[src/rtl/gradient_engine.sv]
// Sobel gradient stage: shifts one row into a 3-row window and emits TILE_W-2
// saturated magnitude / 2-bit angle pairs through a 3-stage column pipeline.
// Optional GRADIENT_THRESH_EN adds a mag_thresh port that zeroes weak results.
module gradient_engine #(
  parameter int TILE_W    = 16,
  parameter int PIX_BITS  = 8,
  parameter int MAG_BITS  = 8,
  parameter int MAG_SHIFT = 3
) (
  input  logic                              clk,
  input  logic                              rst,
  input  logic                              start,
  input  logic                              row_first,
  input  logic [TILE_W*PIX_BITS-1:0]        row_in,
`ifdef GRADIENT_THRESH_EN
  input  logic [MAG_BITS-1:0]               mag_thresh,
`endif
  output logic [(TILE_W-2)*MAG_BITS-1:0]    grad_mag,
  output logic [(TILE_W-2)*2-1:0]           grad_angle,
  output logic                              busy,
  output logic                              done,
  output logic                              overrun
);
  localparam int N  = TILE_W - 2;
  localparam int IW = $clog2(TILE_W) + 1;
  localparam int SW = PIX_BITS + 3;
  localparam int AW = PIX_BITS + 2;
  localparam logic [IW-1:0] LAST    = IW'(N + 1);
  localparam logic [31:0]   MAG_MAX = 32'((1 << MAG_BITS) - 1);

  typedef enum logic {IDLE, RUN} state_t;
  state_t state, state_nx;

  logic [TILE_W*PIX_BITS-1:0] r0, r1, r2;
  logic [IW-1:0]              idx, base, wcol;
  logic signed [SW-1:0]       sm_n [3], df_n [3], sm_q [3], df_q [3];
  logic signed [SW-1:0]       gx_q, gy_q;
  logic [AW-1:0]              ax, ay;
  logic [31:0]                sum_w, sh_w;
  logic [MAG_BITS-1:0]        mag_w;
  logic [1:0]                 ang_w;
  logic                       accept;
`ifdef GRADIENT_THRESH_EN
  logic [MAG_BITS-1:0]        thresh_q;
`endif

  function automatic logic signed [SW-1:0] px(input logic [TILE_W*PIX_BITS-1:0] r, input int c);
    return SW'(r[c*PIX_BITS +: PIX_BITS]);
  endfunction

  assign accept = (state == IDLE) && start;

  always_ff @(posedge clk or posedge rst) begin
    if (rst) state <= IDLE;
    else     state <= state_nx;
  end

  always_comb begin
    state_nx = state;
    case (state)
      IDLE: if (start) state_nx = RUN;
      RUN:  if (idx == LAST) state_nx = IDLE;
      default: state_nx = IDLE;
    endcase
  end

  always_comb begin
    busy = (state == RUN);
  end

  always_ff @(posedge clk or posedge rst) begin
    if (rst) begin
      r0 <= '0; r1 <= '0; r2 <= '0; idx <= '0;
      done <= 1'b0; overrun <= 1'b0;
`ifdef GRADIENT_THRESH_EN
      thresh_q <= '0;
`endif
    end else begin
      done    <= (state == RUN) && (idx == LAST);
      overrun <= (state == RUN) && start;
      if (accept) begin
        if (row_first) begin
          r0 <= row_in; r1 <= row_in; r2 <= row_in;
        end else begin
          r2 <= r1; r1 <= r0; r0 <= row_in;
        end
        idx <= '0;
`ifdef GRADIENT_THRESH_EN
        thresh_q <= mag_thresh;
`endif
      end else if (state == RUN && idx != LAST) begin
        idx <= idx + 1'b1;
      end
    end
  end

  // Stage 1 operands: vertical smoothing and row difference for columns c..c+2.
  always_comb begin
    base = (idx < IW'(N)) ? idx : '0;
    for (int k = 0; k < 3; k++) begin
      sm_n[k] = px(r2, int'(base) + k) + (px(r1, int'(base) + k) <<< 1) + px(r0, int'(base) + k);
      df_n[k] = px(r0, int'(base) + k) - px(r2, int'(base) + k);
    end
  end

  // Stage 3 operands: L1 magnitude with saturation, angle by 2:5 slope bins.
  always_comb begin
    ax    = AW'(gx_q[SW-1] ? -gx_q : gx_q);
    ay    = AW'(gy_q[SW-1] ? -gy_q : gy_q);
    sum_w = 32'(ax) + 32'(ay);
    sh_w  = sum_w >> MAG_SHIFT;
    mag_w = (sh_w > MAG_MAX) ? '1 : sh_w[MAG_BITS-1:0];
    if (32'd5 * 32'(ay) <= 32'd2 * 32'(ax))      ang_w = 2'd0;
    else if (32'd5 * 32'(ax) <= 32'd2 * 32'(ay)) ang_w = 2'd2;
    else if (gx_q[SW-1] == gy_q[SW-1])           ang_w = 2'd1;
    else                                         ang_w = 2'd3;
`ifdef GRADIENT_THRESH_EN
    if (mag_w < thresh_q) begin
      mag_w = '0;
      ang_w = 2'd0;
    end
`endif
    wcol = idx - IW'(2);
  end

  always_ff @(posedge clk or posedge rst) begin
    if (rst) begin
      for (int k = 0; k < 3; k++) begin
        sm_q[k] <= '0;
        df_q[k] <= '0;
      end
      gx_q <= '0; gy_q <= '0;
      grad_mag <= '0; grad_angle <= '0;
    end else if (state == RUN) begin
      if (idx < IW'(N)) begin
        for (int k = 0; k < 3; k++) begin
          sm_q[k] <= sm_n[k];
          df_q[k] <= df_n[k];
        end
      end
      if (idx >= IW'(1) && idx <= IW'(N)) begin
        gx_q <= sm_q[2] - sm_q[0];
        gy_q <= df_q[0] + df_q[1] + df_q[1] + df_q[2];
      end
      if (idx >= IW'(2)) begin
        grad_mag[wcol*MAG_BITS +: MAG_BITS] <= mag_w;
        grad_angle[wcol*2 +: 2]             <= ang_w;
      end
    end
  end
endmodule

[config.mk]
export PLATFORM = sky130hd
export DESIGN_NAME = gradient_engine
export DESIGN_NICKNAME = d
export VERILOG_FILES = /design/src/rtl/gradient_engine.sv
export SDC_FILE = /design/constraint.sdc
export NUM_CORES = 2
export LEC_CHECK = 0
export BUFFER_PORTS_ARGS = -buffer_cell sky130_fd_sc_hd__clkbuf_2
export CAP_MARGIN = 20
export CORE_MARGIN = 10
export CORE_UTILIZATION = 35
export CTS_CLUSTER_SIZE = 8
export DETAILED_ROUTE_END_ITERATION = 8
export SYNTH_ARGS = -nofsm -noshare
export SYNTH_HDL_FRONTEND = slang
export SYNTH_SLANG_ARGS = --single-unit
[constraint.sdc]
create_clock -name clk -period 22.1 [get_ports clk]
set_clock_uncertainty 0.05 [all_clocks]
set_input_delay 3.315 -clock clk [delete_from_list [all_inputs] [get_ports clk]]
set_output_delay 3.315 -clock clk [all_outputs]
set_load 0.05 [all_outputs]
Word-level counts from Yosys, hierarchy flattened
Cells that the tools add are included. Widths: inputs -> output; s select.

Flip-flop bits (word level): 609. Latch bits: 0. Bits in writable memories: 0. Memory bits (read-only): 0. Input bits: 132. Logic and storage cells: 86. Memories: 0.

$add $sub $neg: 20. Multipliers: 2. Divide/modulo/power cells: 0. $lt $le $gt $ge: 7. Equality and inequality tests: 3. Shift-type cells: 12. Muxes and demuxes: 16. Bitwise operators: 1. Reductions and logical operators: 9.

Operator list (number): $shiftx 128x32->8 (3); $shiftx 128x9->8 (3); $mux 128 (2); $shiftx 128x10->8 (2); $bwmux 112 (1); $shift 8x34->112 const A (1); $shiftx 8x34->112 (1); $neg 6->34 (1); $neg 8->34 (1); $shift 2x34->28 const A (1); $shiftx 2x34->28 (1); $add 11x11->11 (3); $bwmux 28 (1); $sub 8x8->9 (3); $le 13x11->1 (2); $mul 3x10->13 const A (2); $add 10x8->11 (2); $add 8x9->10 (2); $mux 10 (2); $neg 10->10 (2); $mux 5 (3); $add 10x10->11 (1); $sub 11x11->11 (1); $gt 8x8->1 const B (1); other kinds (19) (28).

Longest topological paths before layout
Depth in word-level cells: 8. Depth in mapped cells: 25. Depth with buffers taken out: 22.

Least setup slack after synthesis
No wires, ideal clock.

Path type: input to register. From: input port row_first. To: register r2[0]. Arrival time: 4.610 ns. Required time: 21.913 ns. Setup slack: 17.303 ns. Cell stages on the path: 5. Cell sequence: clkbuf_1 > buf_1 > buf_1 > mux2i_1 > a21oi_1.

Longest elaborated chain between the ends: 1.

Ends and longest elaborated chain: start: declaration (RTL line 13) `input logic row_first,`; $mux 128 (RTL line 82) `if (row_first) begin`; end signal: assignment (RTL line 83) `r0 <= row_in; r1 <= row_in; r2 <= row_in;`; end signal: assignment (RTL line 85) `r2 <= r1; r1 <= r0; r0 <= row_in;`; end: declaration (RTL line 34) `logic [TILE_W*PIX_BITS-1:0] r0, r1, r2;`.

No other way between the ends. A chain may end at the register's enable or synchronous reset.

Worst setup path after layout
From: register idx[1]. To: register sm_q[9] in the netlist's numbering.

Longest elaborated chain between the ends: 6. Elaborated cells on any way between the ends: 9.

Ends and longest elaborated chain: start: declaration (RTL line 35) `logic [IW-1:0] idx, base, wcol;`; start signal: assignment (RTL line 92) `idx <= idx + 1'b1;`; $lt 5x4->1 (RTL line 99, 135); $mux 5 (RTL line 99) `base = (idx < IW'(N)) ? idx : '0;`; $add 5x2->6 (RTL line 101) `sm_n[k] = px(r2, int'(base) + k) + (px(r1, int'(base) + k) <<< 1) + px(r0, int'(base) + k);`; $shiftx 128x10->8 / $shiftx 128x32->8 (equally long branches) (RTL line 48) `return SW'(r[c*PIX_BITS +: PIX_BITS]);`; $add 8x9->10 (RTL line 101); $add 10x8->11 (RTL line 101); end signal: indexed assignment (RTL line 137) `sm_q[k] <= sm_n[k];`; end: declaration (RTL line 36) `logic signed [SW-1:0] sm_n [3], df_n [3], sm_q [3], df_q [3];`.

Several ways; a longest one is shown, not always the timed one.

==> impl_results.md <==
* Status: finished, final reports clean
* GRT Total Usage at 0.220
* Bufs and invs on worst path at 4
* Root Buffer: clkbuf_16
* CP cell instances: ha_1 -> a21oi_4 -> buf_4 -> and2_4 -> buf_4 -> buf_4 -> mux4_2 -> nand2_1 -> nand2_1 -> a221oi_1 -> fa_1 -> inv_1 -> ha_1 -> nor2b_1 -> o21ai_0 -> a21boi_0 -> o21ai_0 -> a21boi_0 -> o21ai_0 -> a21oi_1
* CP Launch Point: idx[1]
* CP max stage delay at 0.77 ns
* RD Place Congestion at 0.970
* Via count at 31900
* Max Fclk at 137 MHz
* Post-synth top area share at 0.404
* Initial DRC Count at 3575
* Register bit total from synthesis at 598
* Final min period at 7.31 ns
* Total wire length at 136000 um
* Clock latency on the worst-skew pair at 0.67 ns
* CTS Sinks at 598
* Worst path required time at 22.57 ns
* Initial Util at 0.352
* Detailed Routing Iterations Pass 1 at 6
* Adder-Cell Fraction of Synth Area at 0.0638
* Hold path startpoint: grad_mag[109]
* Area grow syn2layout at 13.0%
* H-tree depth at 3
* IO Port Bufs at 274
* Initial antenna violation count at 11
* Setup_tns at 0 ns
* HP Class: reg2reg
* Multiplexer share of the synthesized area at 0.167
* Die area at 119000 sq um
* Cts hold-fix bufs at 0
* Detailed placement HPWL at 99100 um
* CTS clk-pin slew, worst paths at 0.06 ns
* Core Region at 105000 sq um
* Count of mapped cells out of synthesis at 4067
* Worst Setup Path Type: reg2reg
* Routed len/inst at 24.3 um
* XOR/XNOR share of the synthesized area at 0.0128
* Post-synth cell types at 78
* Chip width at 345 um
* Num CTS Buffers at 87
* Top Family by Delay on Critical Path: buffers and inverters
* Syn nets at 4369
* Postcts setup bufs at 0
* Longest Clk Path Bufs at 3
* Worst Tran Pin Value at 1.17 ns
* Synth Area in Simple Gates at 0.166
* Synth area leader: dfrtp_1
* Number of warning messages in the yosys log at 0
* First-pass GRT wire length at 203000 um
* Slew Limit Fails at 0
* Synth async-reset ratio at 1.00
* Layout cells sized above 1 at 0.147
* Most frequent cells after synthesis: 885 x nand2_1, 598 x dfrtp_1, 357 x nor2_1
* Mean area per synthesized cell at 9.12 sq um
* IO Pins at 275
* Seq/Total Area, Yosys at 0.404
* Final Setup Violations at 0
* Largest net degree at the start of global routing at 137
* R2r startpoint: idx[1]
* Largest family of logic cells by synthesized area: multiplexers
* Slew margin rel. at 0.218
* Final hold violations at 0
* CP max FO at 60
* Final core utilization at 0.398
* Most numerous cell in the Yosys netlist: nand2_1
* Antenna-violating nets left at 0
* Top post-synthesis cells by area: dfrtp_1 40%, mux2i_1 9.6%, nand2_1 9.0%, mux4_2 5.0%, ha_1 4.7%
* Remaining global-route overflow at 0
* Final #Nets at 4493
* Chip Height at 345 um
* Final period util at 0.331
* Synth Area in Compound Gates at 0.144
* Vias in the first global route at 30500
* Via/cell ratio at 5.69
* CTS tree: built
* PostCTS Resize Cnt at 0
* Arrival time at the worst endpoint at 7.78 ns
* Worst path slowest cell: buf_4
* EDFF count, synth at 0
* Element type at the critical path end: flip-flop
* Post-synthesis cell area at 37100 sq um
* DRC violations left at 0
* Row cnt at 119
* Critical Path Source Type: flip-flop
* RSZ-0062 raised after global routing: false
* Max-cap viol count at 0
* Most used flip-flop cell after synthesis: dfrtp_1
==> layout make-up <==
class | instances | area (sq um)
inverters | 107 | 409
multi-input cells | 3075 | 20600
clock inverters | 8 | 95.1
repair buffers | 322 | 1770
fillers | 10400 | 63400
flip-flops and latches | 598 | 15000
well taps | 1391 | 1740
diodes | 5 | 12.5
clock buffers | 95 | 2270
==> registers in the layout, indices dropped and copies added, names as in the netlist <==
register    cells
idx             5
overrun         1
r0            128
r2            128
done            1
sm_q           20
df_q           25
gy_q           10
grad_angle     28
busy            1
grad_mag      112
gx_q           11
r1            128
==> final timing paths <==
| path | end | slack [ns] | depth (start not counted) |
|---|---|---|---|
| worst max-delay path | sm_q[9] | 14.79 | 20 |
| worst min-delay path | grad_mag[109] | 0.42 | 2 |
| worst max register to register | sm_q[9] | 14.79 | 20 |
| worst min register to register | grad_mag[109] | 0.42 | 2 |
| max in group asynchronous | grad_mag[98] | 16.81 | 4 |
| min in group asynchronous | r0[6] | 2.82 | 2 |
==> placed cells by master (no fill, tap or decap), types with 18 or more instances in the layout <==
master	synthesis	layout
mux2i_1	356	356
nor2_1	357	357
nand2b_1	18	18
mux2_2	69	69
nor3_1	18	18
buf_4	4	46
o31ai_1	56	56
fa_1	32	32
o21ai_0	142	142
nand2_1	885	880
inv_1	106	105
ha_1	138	138
mux4_2	83	83
o211ai_1	24	24
a21oi_1	333	333
a211oi_1	53	53
dfrtp_1	598	596
clkbuf_2	0	273
clkbuf_16	0	89
a221oi_1	35	35
xnor2_1	38	38
a22o_1	24	24
a31oi_1	52	52
nand3_1	97	97
and3_1	36	36
==> worst register-to-register path, delay by kind of cell, from the launching register on <==
family,cells,cell delay (ns)
AOI/OAI and AO/OA,8,1.81
muxes,1,0.65
DFF,1,0.68
and+or+nand+nor,4,0.77
buffers and inverters,4,2.02
adders and majority gates,3,1.17
==> cells by family (layout without fill, tap and decap cells) <==
family	Yosys count	after routing
XOR/XNOR	54	54
other	0	5
AND/OR/NAND/NOR	1494	1494
flip-flops	598	598
adder cells (fa/ha/maj)	170	170
AO/OA/AOI/OAI	849	849
multiplexers	508	508
buffers and inverters	394	532
==> stage by stage <==
step	area [sq um]	cells	hold WS [ns]	setup slack [ns]
final	41900	5601	0.424	14.79
after global routing	41900	5599	0.442	14.30
after CTS	41800	5595	0.423	14.85
after detailed placement	39500	5492	0.412	14.85
after global placement	39500	5492	0.407	14.94
after floorplan	37100	4067	0.399	2.00
==> routing by layer <==
layer | global-route usage | wire length (um)
met4 | 0.0969 | 6350
met1 | 0.288 | 56600
met5 | 0 | 26
met3 | 0.0427 | 10600
met2 | 0.348 | 62400
Power is left out: the tool's default activity adds up to more than one toggle a clock period on the data nets, which glitch-free logic cannot reach.
